<file path="config.mk">
export PLATFORM = sky130hd
export DESIGN_NAME = hazard_ctrl
export DESIGN_NICKNAME = d
export VERILOG_FILES = /design/src/rtl/hazard_ctrl.sv
export SDC_FILE = /design/constraint.sdc
export NUM_CORES = 1
export LEC_CHECK = 0
export BUFFER_PORTS_ARGS = -buffer_cell sky130_fd_sc_hd__buf_4
export CORE_ASPECT_RATIO = 0.6
export CORE_MARGIN = 2
export CORE_UTILIZATION = 50
export CTS_CLUSTER_DIAMETER = 200
export DETAILED_ROUTE_END_ITERATION = 6
export PLACE_DENSITY = 0.72
export SLEW_MARGIN = 10
export SYNTH_ARGS = -nofsm -noshare
export SYNTH_HDL_FRONTEND = slang
export SYNTH_SLANG_ARGS = --single-unit
</file>
<file path="constraint.sdc">
create_clock -name clk -period 3.01 [get_ports clk]
set_clock_uncertainty 0.15 [all_clocks]
set_input_delay 0.1505 -clock clk [delete_from_list [all_inputs] [get_ports clk]]
set_output_delay 0.1505 -clock clk [all_outputs]
set_load 0.05 [all_outputs]
</file>
<file path="src/rtl/hazard_ctrl.sv">
// hazard_ctrl -- hazard and forwarding controller for the 5-stage pipeline.
//
// Keeps a shadow scoreboard of the E/M/W slots. Each slot records the
// destination register and its remaining Tnew. The controller compares the
// D-stage Tuse values against that scoreboard to produce the stall and the
// forwarding selects. It also owns the MDU occupancy counter. That counter
// holds MDU-class instructions in D while a mult/div is still running.
//
// Ports
//   clk, reset           clock, asynchronous active-high reset
//   D_ReadA1/2, Tuse1/2  source registers of D and when D needs them (3 = never)
//   D_WriteA, D_RegWrite destination of D and whether it writes the GRF
//   D_Tnew               Tnew of D at E entry
//   D_MDUClass           D uses the MDU
//   D_MDUStart, D_MDUDiv D starts an MDU op; that op is a divide
//   stall                freeze PC and F/D; bubble into D/E
//   Trans_grf_Sel1/2     D operand source: 0 GRF, 1 M_EResult, 2 E_Imm
//   Trans_ALUIn_Sel1/2   E operand source: 0 D/E reg, 1 M_EResult, 2 W_GRFWData
//   Trans_MemRD_Sel      M store-data source: 0 E/M reg, 1 W_GRFWData
//   MDUBusy              MDU occupied
//   stall_cnt            (HAZ_STATS_EN only) count of stalled clocks, wraps
//
// Build option: define HAZ_STATS_EN to add the stall_cnt output and counter.

module hazard_ctrl #(
    parameter int unsigned MULT_CYCLES = 5,
    parameter int unsigned DIV_CYCLES  = 10
) (
    input  logic        clk,
    input  logic        reset,
    input  logic [4:0]  D_ReadA1,
    input  logic [4:0]  D_ReadA2,
    input  logic [1:0]  Tuse1,
    input  logic [1:0]  Tuse2,
    input  logic [4:0]  D_WriteA,
    input  logic        D_RegWrite,
    input  logic [1:0]  D_Tnew,
    input  logic        D_MDUClass,
    input  logic        D_MDUStart,
    input  logic        D_MDUDiv,
    output logic        stall,
    output logic [1:0]  Trans_grf_Sel1,
    output logic [1:0]  Trans_grf_Sel2,
    output logic [1:0]  Trans_ALUIn_Sel1,
    output logic [1:0]  Trans_ALUIn_Sel2,
    output logic [1:0]  Trans_MemRD_Sel,
    output logic        MDUBusy
`ifdef HAZ_STATS_EN
    ,
    output logic [31:0] stall_cnt
`endif
);

    typedef struct packed {
        logic       rw;
        logic [4:0] wa;
        logic [1:0] tnew;
        logic [4:0] ra1;
        logic [4:0] ra2;
        logic       start;
        logic       div;
    } slot_t;

    // E keeps the full slot. M and W keep only the fields that are still
    // consulted once an instruction has left E.
    slot_t       e_q, e_d;
    logic        m_rw_q, m_rw_d;
    logic [4:0]  m_wa_q, m_wa_d;
    logic [1:0]  m_tnew_q, m_tnew_d;
    logic [4:0]  m_ra2_q, m_ra2_d;
    logic        w_rw_q, w_rw_d;
    logic [4:0]  w_wa_q, w_wa_d;
    logic [3:0]  mdu_cnt_q, mdu_cnt_d;

    // $0 is never a producer, so it never stalls and never forwards.
    function automatic logic hit(input logic rw, input logic [4:0] wa, input logic [4:0] r);
        return rw && (wa == r) && (r != 5'd0);
    endfunction

    logic e_hit1, e_hit2, m_hit1, m_hit2;

    always_comb begin
        e_hit1  = hit(e_q.rw, e_q.wa, D_ReadA1);
        e_hit2  = hit(e_q.rw, e_q.wa, D_ReadA2);
        m_hit1  = hit(m_rw_q, m_wa_q, D_ReadA1);
        m_hit2  = hit(m_rw_q, m_wa_q, D_ReadA2);

        // E.start covers the cycle before the counter has been loaded.
        MDUBusy = (mdu_cnt_q != 4'd0) | e_q.start;

        stall = (e_hit1 && (Tuse1 < e_q.tnew)) ||
                (m_hit1 && (Tuse1 < m_tnew_q)) ||
                (e_hit2 && (Tuse2 < e_q.tnew)) ||
                (m_hit2 && (Tuse2 < m_tnew_q)) ||
                (D_MDUClass && MDUBusy);

        Trans_grf_Sel1 = 2'd0;
        if (e_hit1 && e_q.tnew == 2'd0)      Trans_grf_Sel1 = 2'd2;
        else if (m_hit1 && m_tnew_q == 2'd0) Trans_grf_Sel1 = 2'd1;

        Trans_grf_Sel2 = 2'd0;
        if (e_hit2 && e_q.tnew == 2'd0)      Trans_grf_Sel2 = 2'd2;
        else if (m_hit2 && m_tnew_q == 2'd0) Trans_grf_Sel2 = 2'd1;

        Trans_ALUIn_Sel1 = 2'd0;
        if (hit(m_rw_q, m_wa_q, e_q.ra1) && m_tnew_q == 2'd0) Trans_ALUIn_Sel1 = 2'd1;
        else if (hit(w_rw_q, w_wa_q, e_q.ra1))                Trans_ALUIn_Sel1 = 2'd2;

        Trans_ALUIn_Sel2 = 2'd0;
        if (hit(m_rw_q, m_wa_q, e_q.ra2) && m_tnew_q == 2'd0) Trans_ALUIn_Sel2 = 2'd1;
        else if (hit(w_rw_q, w_wa_q, e_q.ra2))                Trans_ALUIn_Sel2 = 2'd2;

        Trans_MemRD_Sel = {1'b0, hit(w_rw_q, w_wa_q, m_ra2_q)};
    end

    always_comb begin
        // A stall inserts an all-zero bubble. Its start bit is clear, so the
        // held D_MDUStart enters E exactly once, after the stall releases.
        e_d = '0;
        if (!stall) begin
            e_d.rw    = D_RegWrite;
            e_d.wa    = D_WriteA;
            e_d.tnew  = D_Tnew;
            e_d.ra1   = D_ReadA1;
            e_d.ra2   = D_ReadA2;
            e_d.start = D_MDUStart;
            e_d.div   = D_MDUDiv;
        end

        m_rw_d   = e_q.rw;
        m_wa_d   = e_q.wa;
        m_tnew_d = (e_q.tnew != 2'd0) ? e_q.tnew - 2'd1 : 2'd0;
        m_ra2_d  = e_q.ra2;
        w_rw_d   = m_rw_q;
        w_wa_d   = m_wa_q;

        mdu_cnt_d = mdu_cnt_q;
        if (e_q.start)               mdu_cnt_d = e_q.div ? 4'(DIV_CYCLES) : 4'(MULT_CYCLES);
        else if (mdu_cnt_q != 4'd0)  mdu_cnt_d = mdu_cnt_q - 4'd1;
    end

    always_ff @(posedge clk or posedge reset) begin
        if (reset) begin
            e_q       <= '0;
            m_rw_q    <= 1'b0;
            m_wa_q    <= 5'd0;
            m_tnew_q  <= 2'd0;
            m_ra2_q   <= 5'd0;
            w_rw_q    <= 1'b0;
            w_wa_q    <= 5'd0;
            mdu_cnt_q <= 4'd0;
        end else begin
            e_q       <= e_d;
            m_rw_q    <= m_rw_d;
            m_wa_q    <= m_wa_d;
            m_tnew_q  <= m_tnew_d;
            m_ra2_q   <= m_ra2_d;
            w_rw_q    <= w_rw_d;
            w_wa_q    <= w_wa_d;
            mdu_cnt_q <= mdu_cnt_d;
        end
    end

`ifdef HAZ_STATS_EN
    logic [31:0] stall_cnt_q;

    always_ff @(posedge clk or posedge reset) begin
        if (reset)      stall_cnt_q <= 32'd0;
        else if (stall) stall_cnt_q <= stall_cnt_q + 32'd1;
    end

    assign stall_cnt = stall_cnt_q;
`endif

endmodule
</file>
==> impl_metrics.ini <==
[synthesis]
yosysSeqAreaShare = 0.462
synth.cell_area_um2 = 2330
post_synth_num_cell_types = 31
synthCells = 227
syn_avg_cell_area_um2 = 10.3
ys_seq_elements = 43
synthesis.yosys.warnings = 0
postSynthNetCount = 260

[finish]
nNetsFinal = 318
final_layout_size_suffix_gt1_frac = 0.199
syn_to_final_growth_pct = 30.4
antennaDiodeCount = 0
mostFrequentLayoutCell = buf_4
layout.cells.most_common_list = 44 x buf_4, 43 x dfrtp_1, 32 x xnor2_1
final-instance-count-excl-fill = 349

[floorplan]
die_width_um = 92.1
rows = 19
core_region_area_um2 = 4520
boundaryPins = 39
floorplan.die.height_um = 56.9
design.die.area_um2 = 5240
initial_utilization = 0.516

[power]
leakage_nw = 1.28
net-switching-power_mw = 0.541
internal-power_mw = 1.15
peakVddDrop_mv = 0.455
netSwitchingFraction = 0.319
clock_power_share = 0.273
power_density_nw_per_um2 = 557
sequentialPowerShare = 0.451
comb_power_share = 0.277

[routing]
drtIter0Drc = 123
drt-pass1-iter-count = 4
route.vias.total = 1975
avgViaCountPerCell = 5.66
drt-wirelength-per-cell_um = 17.2
drt.antenna.violating_nets = 0
totalWireLength_mm = 5.99
drcViolationCount = 0

[worst_setup_path]
timing.critical_path.from_type = flop
cp.required_ns = 2.71
crit_type = flop to primary output
endpoint_kind = primary output
worst-r2r-setup-slack_ns = 0.59
worstPathMaxFanout = 6
cp_data_arrival_time_ns = 2.60

[timing]
grt_setup_unrepaired = false
timing.max_slew.rel_slack = 0.566
finalSetupTns_ns = 0
max_freq_mhz = 345
final-setup-viol-count = 0
final-hold-violation-count = 0
timing_max_transition_violations_final = 0
period_needed_ns = 2.90
tightest_slew_ns = 0.650
period_share = 0.962

[grt]
maximum_number_of_pins_on_one_net_before_global_route_repair = 44
global_route_wire_length_before_repair_mm = 10.2
gr-usage-all-layers = 0.259
initial_antenna_violation_count = 0
overflow = 0
number_of_global_route_vias_before_repair = 1920

[clock_network]
postCtsResizedCells = 0
worst_skew_pair.late_latency_ns = 0.30
root_buffer = clkbuf_8
cts.hold.buffers_added = 21
htreeDepth = 2
cts_tree = yes
cts.repair_timing.setup_buffer_count = 0
numClockSinks = 43
clk_transition_reported_paths_ns = 0.08
clock_buffer_depth = 2
number_of_cts_inserted_buffers = 5

[outcome]
outcome = finished, final reports clean

[placed_design]
buffer_ports.inserted = 37
gp_routability_congestion = 0.881
placed_cells = 320
dp_hpwl_mm = 4.26

[flow_run]
max_cap_violations = 0

[min_path]
hold_path_class = flop to flop
==> worst paths after layout <==
check | from | to | cells past startpoint
hold reg to reg | m_wa_d[0] | m_wa_q[0] | 0
setup reg to reg | mdu_cnt_q[0] | e_q[13] | 7
hold / removal | m_wa_d[0] | m_wa_q[0] | 0
max in group asynchronous | reset | m_ra2_q[4] | 4
setup / recovery | mdu_cnt_q[0] | stall | 7
min in group asynchronous | reset | m_rw_d | 4
==> critical path, cell delays in order, from the launching register on <==
cell     delay (ns)
dfrtp_1        0.42
inv_1          0.09
ha_1           0.14
or4b_1         0.52
and2_1         0.20
a41o_1         0.21
or4_1          0.50
buf_4          0.20
==> power by group through the flow <==
stage	clock [mW]	combinational, mW	sequential, mW
2_1_floorplan	0	0.330	0.741
3_3_place_gp	0	0.432	0.769
4_1_cts	0.477	0.465	0.761
5_1_grt	0.499	0.524	0.776
3_5_place_dp	0	0.441	0.773
6_report	0.462	0.469	0.763
==> state kept, by name, summed over array words and instances, names as in the netlist <==
name	flops
m_ra2_q	5
m_tnew_q	2
m_rw_d	1
w_rw_q	1
w_wa_q	5
m_wa_d	5
m_rw_q	1
m_ra2_d	5
mdu_cnt_q	4
m_wa_q	5
e_q	9
==> cell usage after synthesis, drive strengths merged <==
cell type / count / share of area
dfrtp: 43 / 0.46
xnor2: 32 / 0.12
nor4: 26 / 0.070
o31ai: 20 / 0.064
xor2: 14 / 0.053
clkbuf: 11 / 0.018
nor2: 8 / 0.013
nor3: 8 / 0.017
ha: 6 / 0.032
inv: 6 / 0.0097
nand2: 6 / 0.0097
nand2b: 6 / 0.016
nand4: 6 / 0.016
a21oi: 5 / 0.011
or4: 5 / 0.016
nand3: 4 / 0.0086
buf: 3 / 0.0075
o211ai: 3 / 0.0097
a21o: 2 / 0.0064
and2: 2 / 0.0054
nor3b: 2 / 0.0064
or2: 2 / 0.0054
a2111oi: 1 / 0.0038
a41o: 1 / 0.0043
and4: 1 / 0.0038
conb: 1 / 0.0016
o21a: 1 / 0.0032
o21ai: 1 / 0.0021
or4b: 1 / 0.0043
==> through the flow <==
| step | area, um^2 | utilization | power (mW) | setup slack (ns) | hold WS (ns) |
|---|---|---|---|---|---|
| floorplan | 2360 | - | 1.07 | -0.0830 | 0.127 |
| global placement | 2710 | 0.600 | 1.20 | 0.483 | 0.168 |
| detailed placement | 2710 | 0.600 | 1.21 | 0.442 | 0.168 |
| CTS | 3040 | 0.673 | 1.70 | 0.105 | 0.300 |
| global route | 3040 | 0.673 | 1.80 | 0.0248 | 0.314 |
| finish | 3040 | 0.673 | 1.69 | 0.114 | 0.305 |
==> cell type report <==
class / count / area (um^2)
fillers: 341 / 1480
repair buffers: 65 / 541
flip-flops and latches: 43 / 1080
clock inverters: 2 / 35.0
inverters: 6 / 22.5
well taps: 63 / 78.8
multi-input cells: 164 / 1200
clock buffers: 6 / 82.6
==> per-layer routing <==
metal	up-vias	GRT usage	share of wire
met5	-	0	0
met4	0	0.0682	0.0072
met3	5	0.0779	0.079
met2	61	0.358	0.43
met1	959	0.394	0.48
li1	950	-	-
==> logic make-up (layout without fill, tap and decap cells) <==
logic type | Yosys count | after routing | synth area share
other cells | 1 | 1 | 0.00161
flops | 43 | 43 | 0.462
xor+xnor | 46 | 46 | 0.173
compound gates | 34 | 34 | 0.105
simple gates | 77 | 77 | 0.192
fa+ha+maj | 6 | 6 | 0.0322
buf+inv | 20 | 79 | 0.0354
Power figures use the tool's default switching activity.
